### src/rtl/serial_add_sequencer.sv
// rtl/serial_add_sequencer.sv - bit-serial adder controller sharing one external full-adder cell; optional self-check under SERIAL_ADD_CHECK_EN
module serial_add_sequencer #(
   parameter int WIDTH  = 8,
   parameter int SETTLE = 3
) (
   input  logic             clk,
   input  logic             rst_n,
   input  logic             start,
   input  logic [WIDTH-1:0] a,
   input  logic [WIDTH-1:0] b,
   input  logic             cin,
   output logic             busy,
   output logic             done,
   output logic [WIDTH-1:0] sum,
   output logic             cout,
   output logic             fa_a,
   output logic             fa_b,
   output logic             fa_ci,
   input  logic             fa_s,
   input  logic             fa_co,
   output logic             chk_err
);

   localparam int IW = (WIDTH > 1) ? $clog2(WIDTH) : 1;
   localparam int CW = (SETTLE > 1) ? $clog2(SETTLE) : 1;

   typedef enum logic [1:0] {
      ST_IDLE    = 2'd0,
      ST_SETTLE  = 2'd1,
      ST_CAPTURE = 2'd2,
      ST_DONE    = 2'd3
   } state_t;

   state_t           state_q, state_d;
   logic [CW-1:0]    cnt_q, cnt_d;
   logic [IW-1:0]    bit_idx_q, bit_idx_d;
   logic [WIDTH-1:0] areg_q, areg_d;
   logic [WIDTH-1:0] breg_q, breg_d;
   logic [WIDTH-1:0] acc_q, acc_d;
   logic [WIDTH-1:0] sum_q, sum_d;
   logic             carry_q, carry_d;
   logic             cout_q, cout_d;
   logic             fa_a_q, fa_a_d;
   logic             fa_b_q, fa_b_d;
   logic             fa_ci_q, fa_ci_d;
   logic             last_capture;

   assign busy  = (state_q != ST_IDLE);
   assign done  = (state_q == ST_DONE);
   assign sum   = sum_q;
   assign cout  = cout_q;
   assign fa_a  = fa_a_q;
   assign fa_b  = fa_b_q;
   assign fa_ci = fa_ci_q;

   assign last_capture = (state_q == ST_CAPTURE) && (bit_idx_q == IW'(WIDTH - 1));

   // State and datapath registers; reset aborts any operation in flight
   always_ff @(posedge clk or negedge rst_n) begin
      if (!rst_n) begin
         state_q   <= ST_IDLE;
         cnt_q     <= '0;
         bit_idx_q <= '0;
         areg_q    <= '0;
         breg_q    <= '0;
         acc_q     <= '0;
         sum_q     <= '0;
         carry_q   <= 1'b0;
         cout_q    <= 1'b0;
         fa_a_q    <= 1'b0;
         fa_b_q    <= 1'b0;
         fa_ci_q   <= 1'b0;
      end else begin
         state_q   <= state_d;
         cnt_q     <= cnt_d;
         bit_idx_q <= bit_idx_d;
         areg_q    <= areg_d;
         breg_q    <= breg_d;
         acc_q     <= acc_d;
         sum_q     <= sum_d;
         carry_q   <= carry_d;
         cout_q    <= cout_d;
         fa_a_q    <= fa_a_d;
         fa_b_q    <= fa_b_d;
         fa_ci_q   <= fa_ci_d;
      end
   end

   // Next state: cell inputs are loaded on the edge entering SETTLE so they
   // are stable for the whole settle window and the following capture cycle
   always_comb begin
      state_d   = state_q;
      cnt_d     = cnt_q;
      bit_idx_d = bit_idx_q;
      areg_d    = areg_q;
      breg_d    = breg_q;
      acc_d     = acc_q;
      sum_d     = sum_q;
      carry_d   = carry_q;
      cout_d    = cout_q;
      fa_a_d    = fa_a_q;
      fa_b_d    = fa_b_q;
      fa_ci_d   = fa_ci_q;
      case (state_q)
         ST_IDLE: begin
            if (start) begin
               areg_d    = a;
               breg_d    = b;
               carry_d   = cin;
               bit_idx_d = '0;
               cnt_d     = '0;
               fa_a_d    = a[0];
               fa_b_d    = b[0];
               fa_ci_d   = cin;
               state_d   = ST_SETTLE;
            end
         end
         ST_SETTLE: begin
            if (cnt_q == CW'(SETTLE - 1)) begin
               state_d = ST_CAPTURE;
            end else begin
               cnt_d = cnt_q + CW'(1);
            end
         end
         ST_CAPTURE: begin
            acc_d            = acc_q >> 1;
            acc_d[WIDTH-1]   = fa_s;
            carry_d          = fa_co;
            areg_d           = areg_q >> 1;
            breg_d           = breg_q >> 1;
            cnt_d            = '0;
            if (last_capture) begin
               // Result is published on the same edge that enters DONE
               sum_d   = acc_d;
               cout_d  = fa_co;
               state_d = ST_DONE;
            end else begin
               bit_idx_d = bit_idx_q + IW'(1);
               fa_a_d    = areg_d[0];
               fa_b_d    = breg_d[0];
               fa_ci_d   = fa_co;
               state_d   = ST_SETTLE;
            end
         end
         ST_DONE: begin
            state_d = ST_IDLE;
         end
         default: begin
            state_d = ST_IDLE;
         end
      endcase
   end

`ifdef SERIAL_ADD_CHECK_EN
   logic [WIDTH-1:0] a_lat_q, b_lat_q;
   logic             cin_lat_q;
   logic             chk_err_q;
   logic [WIDTH:0]   ref_sum;

   assign ref_sum = {1'b0, a_lat_q} + {1'b0, b_lat_q} + {{WIDTH{1'b0}}, cin_lat_q};
   assign chk_err = chk_err_q;

   // Behavioural cross-check of the serial result; error stays set until reset
   always_ff @(posedge clk or negedge rst_n) begin
      if (!rst_n) begin
         a_lat_q   <= '0;
         b_lat_q   <= '0;
         cin_lat_q <= 1'b0;
         chk_err_q <= 1'b0;
      end else begin
         if ((state_q == ST_IDLE) && start) begin
            a_lat_q   <= a;
            b_lat_q   <= b;
            cin_lat_q <= cin;
         end
         if (last_capture && ({carry_d, acc_d} != ref_sum)) begin
            chk_err_q <= 1'b1;
         end
      end
   end
`else
   assign chk_err = 1'b0;
`endif

endmodule

### config.mk
export PLATFORM = sky130hd
export DESIGN_NAME = serial_add_sequencer
export DESIGN_NICKNAME = d
export VERILOG_FILES = /design/src/rtl/serial_add_sequencer.sv
export SDC_FILE = /design/constraint.sdc
export NUM_CORES = 1
export LEC_CHECK = 0
export ABC_AREA = 1
export ABC_CLOCK_PERIOD_IN_PS = 1200
export CAP_MARGIN = 20
export CORE_MARGIN = 2
export CORE_UTILIZATION = 46
export CTS_CLUSTER_SIZE = 14
export DETAILED_ROUTE_END_ITERATION = 16
export GPL_TIMING_DRIVEN = 0
export PLACE_DENSITY_LB_ADDON = 0.2
export SLEW_MARGIN = 20
export SYNTH_ARGS = -nofsm -noshare
export SYNTH_HDL_FRONTEND = slang
export SYNTH_SLANG_ARGS = --single-unit
### constraint.sdc
create_clock -name clk -period 1.2 [get_ports clk]
set_input_delay 0.18 -clock clk [delete_from_list [all_inputs] [get_ports clk]]
set_output_delay 0.18 -clock clk [all_outputs]
set_load 0.02 [all_outputs]
; Word level (Yosys, flattened, before mapping)
; Index checks and enable logic that the tools add are counted.
; W data, S select, Z words.
[word_totals]
out_inout_bits = 15
register_bits = 43
input_bits = 22
[op_classes]
reduce_logical = 10
eq_ne = 9
n_mux = 23
n_addsub = 2
[op_table]
columns = operator, count
row1 = $pmux W8 S2, 2
row2 = $mux W8, 2
row3 = $mux W2, 5
row4 = $ne A2 B2 Y1 const B, 4
row5 = $pmux W2 S4, 1
row6 = $eq A2 B2 Y1 const B, 3
row7 = $mux W1, 6
row8 = $mux W3, 2
row9 = $pmux W1 S2, 3
row10 = $pmux W2 S3, 1
row11 = $pmux W3 S2, 1
row12 = $reduce_and A2 Y1, 3
row13 = $reduce_and A3 Y1, 2
row14 = $reduce_bool A2 Y1, 2
row15 = $add A3 B1 Y3 const B, 1
row16 = $eq A3 B3 Y1 const B, 1
row17 = $reduce_bool A3 Y1, 1
row18 = $add A2 B1 Y2 const B, 1
row19 = $eq A2 B1 Y1 const B, 1
row20 = $logic_not A2 Y1, 1
row21 = $logic_and A1 B1 Y1, 1

; Depth between registers and ports, before layout
; Gate-level depths: netlist of the first run.
[depth]
depth_word = 4
depth_mapped = 7
depth_no_buf = 7

; Least setup slack after synthesis of the first run
; OpenSTA, ideal clock, no wires.
[synth_timing]
kind = flip-flop to flip-flop
start = reg bit_idx_q[0]
end = reg fa_a_q, in the netlist fa_a
path_slack_ps = -36
path_stages_with_launch = 8
setup_time_ps = 65
arrival_time_ps = 1171
cell_sequence = dfrtp_1 -> ha_1 -> ha_1 -> inv_1 -> nor2_1 -> nor2_1 -> nand2_1 -> nand2_1
[synth_between]
elab_chain_len = 4
[synth_rtl]
columns = item, line_no
row1 = "start, declared", 36  ; logic [IW-1:0] bit_idx_q, bit_idx_d;
row2 = "start signal, assigned", 76  ; bit_idx_q <= bit_idx_d;
row3 = $eq A3 B3 Y1, 56  ; assign last_capture = (state_q == ST_CAPTURE) && (bit_idx_q == IW'(WIDTH - 1));
row4 = $logic_and A1 B1 Y1, 56
row5 = $ne A2 B2 Y1 (no line), -
row6 = $reduce_and A3 Y1 (no line), -
row7 = "end signal, assigned", 70  ; fa_a_q <= 1'b0;
row8 = "end signal, assigned", 83  ; fa_a_q <= fa_a_d;
row9 = "end, declared", 43  ; logic fa_a_q, fa_a_d;
; No other way between the ends.
; A chain may end at the register's enable or synchronous reset.

; Worst setup path in the final report of the first run
[layout_timing]
start = reg bit_idx_q[0]
end = reg bit_idx_q[0]
[layout_between]
elab_chain_len = 4
[layout_rtl]
columns = item
row1 = "parallel branches: the longest is 4 deep, another holds $add A3 B1 Y3"
; Parallel ways; which one is timed is not known. The select of a mux whose other input is x is not followed.

==> summary.md, run 1 <==
| Metric | Value |
|---|---|
| Status | complete, but fails checks |
| Failing checks | negative setup slack |
| Register area share after synthesis | 53.3% |
| XOR/XNOR share of the synthesized area | 0% |
| Period utilisation layout | 112% |
| Synth Area in Adders | 2.00% |
| Sw Ratio | 35.5% |
| H-tree Lvls | 2 |
| Clock share of power | between 20 and 25% |
| DR iter-0 viols | 177 |
| Unique masters post-synth | 20 |
| Complex-gate fraction of the synthesized area | 9.80% |
| Synth Cell Area | 1880 sq um |
| Share of cells above drive strength 1 | about two fifths |
| Int Pwr | 4.05 mW |
| Main combinational cell family by area after synthesis | simple AND/OR/NAND/NOR gates |
| Gp weighted congestion | 0.774 |
| Clock skew | 0.00936 ns |
| LEAKAGE | 1.55 nW |
| Worst hold slack | 0.311 ns |
| Final WS setup | -0.138 ns |
| Crit start category | flip-flop |
| Syn avg cell area | 8.38 sq um |
| Net count reported at finish | ~320 |
| Post-synthesis sequential element count | 40 |
| Post-Syn Instances | 224 |
| Clock sink total | 40 |
| Mux share of post-synthesis cell area | 0% |
| Reg power frac | 33.3% |
| Drt total wl | 5300 microns |
| DR pass1 iterations | 4 |
| Core box area | ~4000 sq um |
| F_max | 747 MHz |
| Root Driver | clkbuf_8 |
| Top-area cell type share of the netlist area | between 50% and 60% |
| N_diodes | 0 |
| Worst vdd rail ir drop | around 0.0013 V |
| Post-Layout Inst Area | around 3100 sq um |
| Gr ovfl total | 0 |
| Max-Cap Viols | 0 |
| Global Route Usage Sum | 20.8% |
| Count of pins over their slew limit | 0 |
| Simple-gate share of the synthesized area | 25.4% |
| Vias | 1,746 |
| Dominant cell type by area after synthesis | dfrtp_1 |
| Arr. time, crit path | approximately 1.5 ns |
| Placed inst area | about 2300 sq um |
| CP Max Fanout | 5 |
| Util after Layout | roughly four fifths |
| CTS tree | built |
| DR WL/cell | 15.3 microns |
| Worst hold path class | in2async |
| I/O Buffers | 35 |
| Die W | 67.9 microns |
| Die height | 67.9 microns |
| Worst reg2reg path depth | 7 |
| Critical path type | reg2reg |
| Maximum clock path buffer count | 2 |
| First-pass GRT wire length | slightly above 7000 microns |
| Worst-path clk slew | 0.08 ns |
| Worst-Skew Late Latency | ~0.3 ns |
| Vias/cell | ~5.0 |
| Setup slack, reg-to-reg | -0.14 ns |
| Initial antenna violation count | 0 |
| Hold Vio Cnt, Final | 0 |
| Synth Net Count | 249 |
| Post-DP HPWL | 2470 microns |
| Vias in the first global route | ~1,600 |
| Residual DRC | 0 |
| Effective utilization at floorplan | 47.3% |
| Worst r2r dst | bit_idx_q[0]$_DFFE_PN0P_ |
| Final Setup Violations | 32 |
| Logic pwr share | between 40% and 50% |
| Row Count | 23 |
| P per Cell Area | 2010 nW/um^2 |
| Inserted Clock Buffers | 5 |
| CP required | 1.40 ns |
| Synth area leaders | dfrtp_1 53%, nand2_1 17%, inv_1 4.6% |
| Reg2reg start | bit_idx_q[0]$_DFFE_PN0P_ |
| I/O pin count | 37 |
| RSZ-0062 raised after global routing | true |
| CP endpoint kind | flip-flop |
| Synth warn | 0 |
| Sw Pwr | 2.23 mW |
| Post-layout min period | 1.34 ns |
| P&R area growth vs syn | 66.5% |
| Die area | approximately 4600 sq um |
| Largest net degree at the start of global routing | 27 |
| Post-route ant nets | 0 |
[worst max path at each step]
| stage | slack (ns) | startpoint | end | depth (start not counted) |
|---|---|---|---|---|
| floorplan | 0.003 | bit_idx_q[0]$_DFFE_PN0P_ | state_q[1]$_DFFE_PN0P_ | 5 |
| global placement | -1.04 | rst_n | breg_q[5]$_DFFE_PN0P_ | 1 |
| detailed placement | -0.23 | state_q[0]$_DFFE_PN0P_ | busy | 3 |
| CTS | -0.17 | state_q[1]$_DFFE_PN0P_ | done | 5 |
| global route | -0.18 | bit_idx_q[1]$_DFFE_PN0P_ | bit_idx_q[0]$_DFFE_PN0P_ | 7 |
| finish | -0.14 | bit_idx_q[0]$_DFFE_PN0P_ | bit_idx_q[0]$_DFFE_PN0P_ | 7 |
[metrics by stage]
step,total power [mW],std cells,worst slack (ns),TNS [ns]
2_1_floorplan,3.12,224,0.00292,0
3_3_place_gp,3.59,309,-1.04,-45.08
3_5_place_dp,3.63,310,-0.228,-3.96
4_1_cts,5.31,334,-0.174,-1.90
5_1_grt,6.60,347,-0.180,-4.19
6_report,6.27,347,-0.138,-2.79
[synthesized netlist by cell type, drive strengths merged]
library cell / n
buf: 9
conb: 1
dfrtp: 40
ha: 3
inv: 25
nand2: 90
nand3: 7
nand4: 1
nor2: 16
nor3: 1
o21ai: 30
o31ai: 1
[critical path, stage by stage (launching register included)]
cell     delay, ns
dfrtp_1       0.39
ha_2          0.21
ha_4          0.17
nand2_8       0.07
buf_12        0.14
buf_8         0.13
nand3_4       0.07
nand2_2       0.05
[sequential cells by signal, indices dropped and copies added, names as in the netlist, 2 cells and up]
signal,flops
areg_q,7
bit_idx_q,3
state_q,2
cnt_q,2
breg_q,7
acc_q,7
sum,8
[layer usage]
layer | routed length, microns | vias up | global-route usage (%)
met5 | 0 | - | 0
met4 | 90 | 0 | 4.50
met3 | 205 | 13 | 5.43
met2 | 2810 | 47 | 35.8
met1 | 2190 | 843 | 26.5
li1 | - | 843 | -
[cells by family after synthesis]
family | after synthesis
AOI/OAI and AO/OA | 31
adders and majority gates | 3
buffers and inverters | 34
DFF | 40
other | 1
and+or+nand+nor | 115
[cells in the final DEF (no fill, tap or decap), drive strengths merged, types with 3 or more instances in the layout]
cell and n:
nand2 91, dfrtp 40, buf 38, o21ai 30
inv 24, clkdlybuf4s50 20, nor2 16, clkbuf 12
nand3 7, clkdlybuf4s15 6, bufinv 3, ha 3
[area by class of cell]
type                            count  area [sq um]
Inverter                           25           101
Multi-Input combinational cell    151           998
Buffer                              8           101
Timing Repair Buffer               65           699
Clock buffer                        5          68.8
Clock inverter                      3          90.1
Sequential cell                    40          1000
Tap cell                           50          62.6
Fill cell                         252           847
[power groups by stage]
stage / clock (mW) / sequential (mW) / combinational [mW]
2_1_floorplan: 0 / 2.08 / 1.04
3_3_place_gp: 0 / 2.04 / 1.55
3_5_place_dp: 0 / 2.06 / 1.57
4_1_cts: 1.54 / 2.04 / 1.73
5_1_grt: 1.60 / 2.14 / 2.86
6_report: 1.54 / 2.09 / 2.65
[what timing repair did]
| item | in CTS | in global routing |
|---|---|---|
| cloned | 2 | 5 |
| hold endpoints to repair | 14 | 0 |
| hold buffers | 1 | 0 |
| pin swaps | 9 | 15 |
| setup endpoints to repair | 44 | 50 |
| buffers inserted | 13 | 11 |
| resized for setup | 64 | 88 |
(Power assumes the default switching activity.)
==> run 2, diff against run 1 <==
CORE_MARGIN = 10   (was 2)
==> run 2 against run 1 <==
The run still ends with negative setup slack left. Non-clock buffer count decreased by 8. Count of clock-buffer cells in the layout increased by 1. Largest cell class unchanged. Hold slack got worse by 0.017 ns. First-iteration DRC count decreased by 52%. Combinational power decreased by 11%. Sequential power decreased by 2%. Clock power decreased by 44%. Critical path type unchanged. Die area increased by 53%.
==> summary.md, run 2 (same netlist as run 1, synthesis figures left out) <==
| Metric | Value |
|---|---|
| Status | complete, but fails checks (unchanged) |
| Failing checks | negative setup slack (unchanged) |
| Final WS setup | -0.0850 ns (was -0.138 ns) |
| Share of cells above drive strength 1 | 34.8% (was 40.7%) |
| Worst-path clk slew | 0.08 ns (about the same) |
| Pre-CTS setup slack | -0.242 ns (was -0.228 ns) |
| Vias/cell | 4.85 (was 5.03) |
| Worst hold path class | in2async (unchanged) |
| I/O pin count | 37 (unchanged) |
| DR WL/cell | 14.2 microns (was 15.3 microns) |
| Worst setup path start | state_q[0]$_DFFE_PN0P_ (was bit_idx_q[0]$_DFFE_PN0P_) |
| Clock sink total | 40 (unchanged) |
| N_diodes | 0 (unchanged) |
| Die W | 83.9 microns (was 67.9 microns) |
| Reg2reg start | state_q[0]$_DFFE_PN0P_ (was bit_idx_q[0]$_DFFE_PN0P_) |
| Vias | 1,636 (was 1,746) |
| CP required | 1.39 ns (was 1.40 ns) |
| Gr ovfl total | 0 (unchanged) |
| Worst reg2reg path depth | 8 (was 7) |
| Crit start category | flip-flop (unchanged) |
| Hold Vio Cnt, Final | 0 (unchanged) |
| DR iter-0 viols | 85 (was 177) |
| Vias in the first global route | 1,609 (was 1,569) |
| Commonest non-fill, non-tap cells in the layout | 61 x nand2_1, 39 x dfrtp_1, 22 x inv_1 (was 52 x nand2_1, 39 x dfrtp_1, 21 x inv_1, 21 x nand2_2, 20 x clkdlybuf4s50_1) |
| Arr. time, crit path | 1.47 ns (was 1.54 ns) |
| Worst-Skew Late Latency | 0.29 ns (was 0.30 ns) |
| Placed cells | 310 (unchanged) |
| Worst r2r dst | bit_idx_q[1]$_DFFE_PN0P_ (was bit_idx_q[0]$_DFFE_PN0P_) |
| Setup slack, reg-to-reg | -0.08 ns (was -0.14 ns) |
| I/O Buffers | 35 (unchanged) |
| Worst vdd rail ir drop | 0.000964 V (was 0.00127 V) |
| Final Setup Violations | 24 (was 32) |
| F_max | 778 MHz (was 747 MHz) |
| Net count reported at finish | 312 (was 321) |
| CP Max Fanout | 6 (was 5) |
| RSZ-0062 raised after global routing | true (unchanged) |
| Critical path type | reg2reg (unchanged) |
| Die area | 7040 sq um (was 4610 sq um) |
| Row Count | 23 (unchanged) |
| Core box area | 3970 sq um (unchanged) |
| Die height | 83.9 microns (was 67.9 microns) |
| Gp weighted congestion | 0.771 (was 0.774) |
| CTS tree | built (unchanged) |
| Clock skew | 0.00437 ns (was 0.00936 ns) |
| DR pass1 iterations | 4 (unchanged) |
| Effective utilization at floorplan | 47.3% (unchanged) |
| Commonest non-fill, non-tap cell in the layout | nand2_1 (unchanged) |
| Fill cell count | 313 (was 252) |
| Maximum clock path buffer count | 2 (unchanged) |
| H-tree Lvls | 2 (unchanged) |
| Post-route ant nets | 0 (unchanged) |
| Period utilisation layout | 107% (was 112%) |
| Post-DP HPWL | 2940 microns (was 2470 microns) |
| Largest register FFs | 8 (unchanged) |
| Post-layout min period | 1.28 ns (was 1.34 ns) |
| Inserted Clock Buffers | 5 (unchanged) |
| First-pass GRT wire length | 7420 microns (was 7090 microns) |
| Initial antenna violation count | 0 (unchanged) |
| Drt total wl | 4780 microns (was 5300 microns) |
| Largest net degree at the start of global routing | 30 (was 27) |
| Global Route Usage Sum | 12.4% (was 20.8%) |
| Root Driver | clkbuf_8 (unchanged) |
| CP endpoint kind | flip-flop (unchanged) |
| P per Cell Area | 1860 nW/um^2 (was 2010 nW/um^2) |
| LEAKAGE | 1.43 nW (was 1.55 nW) |
| Count of pins over their slew limit | 0 (unchanged) |
| CP Capture Point | bit_idx_q[1]$_DFFE_PN0P_ (was bit_idx_q[0]$_DFFE_PN0P_) |
| Fin cells | 337 (was 347) |
| Max-Cap Viols | 0 (unchanged) |
| P&R area growth vs syn | 51.5% (was 66.5%) |
| Total power | 5.28 mW (was 6.27 mW) |
| Residual DRC | 0 (unchanged) |
-- run 2: cell types whose count changed in the layout (fill, tap and decap cells not counted), sizes merged --
| cell | previous run | this run |
|---|---|---|
| buf | 38 | 31 |
| nand2 | 91 | 90 |
| clkbuf | 12 | 17 |
| dlygate4sd2 | 1 | 0 |
| bufinv | 3 | 0 |
| inv | 24 | 25 |
| clkdlybuf4s15 | 6 | 2 |
-- run 2: worst max-delay path, cell delays in order, from the launching register on --
cell,delay [ns]
dfrtp_2,0.43
inv_2,0.08
buf_6,0.15
nand2_8,0.10
nand2_8,0.13
buf_12,0.12
nand2_8,0.06
nand2_2,0.06
nand2_1,0.05
-- run 2: report_power, final --
group          leakage (nW)  switching [mW]  internal [mW]
clock network        0.0410           0.460          0.396
registers             0.503           0.247           1.80
logic                 0.886            1.27           1.10
-- run 2: how the worst min path moves through the flow --
stage                      endpoint
2_1_floorplan  acc_q[1]$_DFFE_PN0N_
3_3_place_gp     sum[0]$_DFFE_PN0P_
3_5_place_dp     sum[5]$_DFFE_PN0P_
4_1_cts          sum[5]$_DFFE_PN0P_
5_1_grt          sum[5]$_DFFE_PN0P_
6_report         sum[5]$_DFFE_PN0P_
-- run 2: metal layers --
layer / global-route usage, % / wire, microns / vias to the layer above / part of all wire [%]
met4: 3.20 / 31 / 0 / 0.65
met5: 0 / 0 / - / 0
met2: 20.9 / 2490 / 39 / 52
met3: 4.98 / 283 / 4 / 5.9
met1: 14.3 / 1980 / 776 / 41
li1: - / - / 817 / -
-- run 2: repair_timing --
action	CTS	global route
resized for setup	41	85
hold buffers	1	0
buffers inserted	11	6
cloned	1	1
pin swaps	2	17
hold endpoints to repair	11	0
setup endpoints to repair	43	54
-- run 2: per-stage QoR --
stage               instance area, sq um  TNS, ns  utilization, %  hold WS, ns
CTS                                 2580    -1.75            65.1        0.303
global placement                    2290   -46.08            57.7        0.457
floorplan                           1880        0               -       -0.116
detailed placement                  2310    -4.33            58.1       0.0811
global route                        2840    -2.77            71.6        0.326
finish                              2840    -1.07            71.6        0.294
-- run 2: cell type report --
class                      count  area [sq um]  share of cell area (%)
sequential                    40          1000                    35.2
inverter                      25          98.8                    3.48
buffer                         9           113                    3.96
timing repair buffer          56           568                    20.0
multi-input combinational    150           922                    32.4
clock inverter                 1          5.00                   0.176
tap                           50          62.6                    2.20
clock buffer                   6          72.6                    2.55
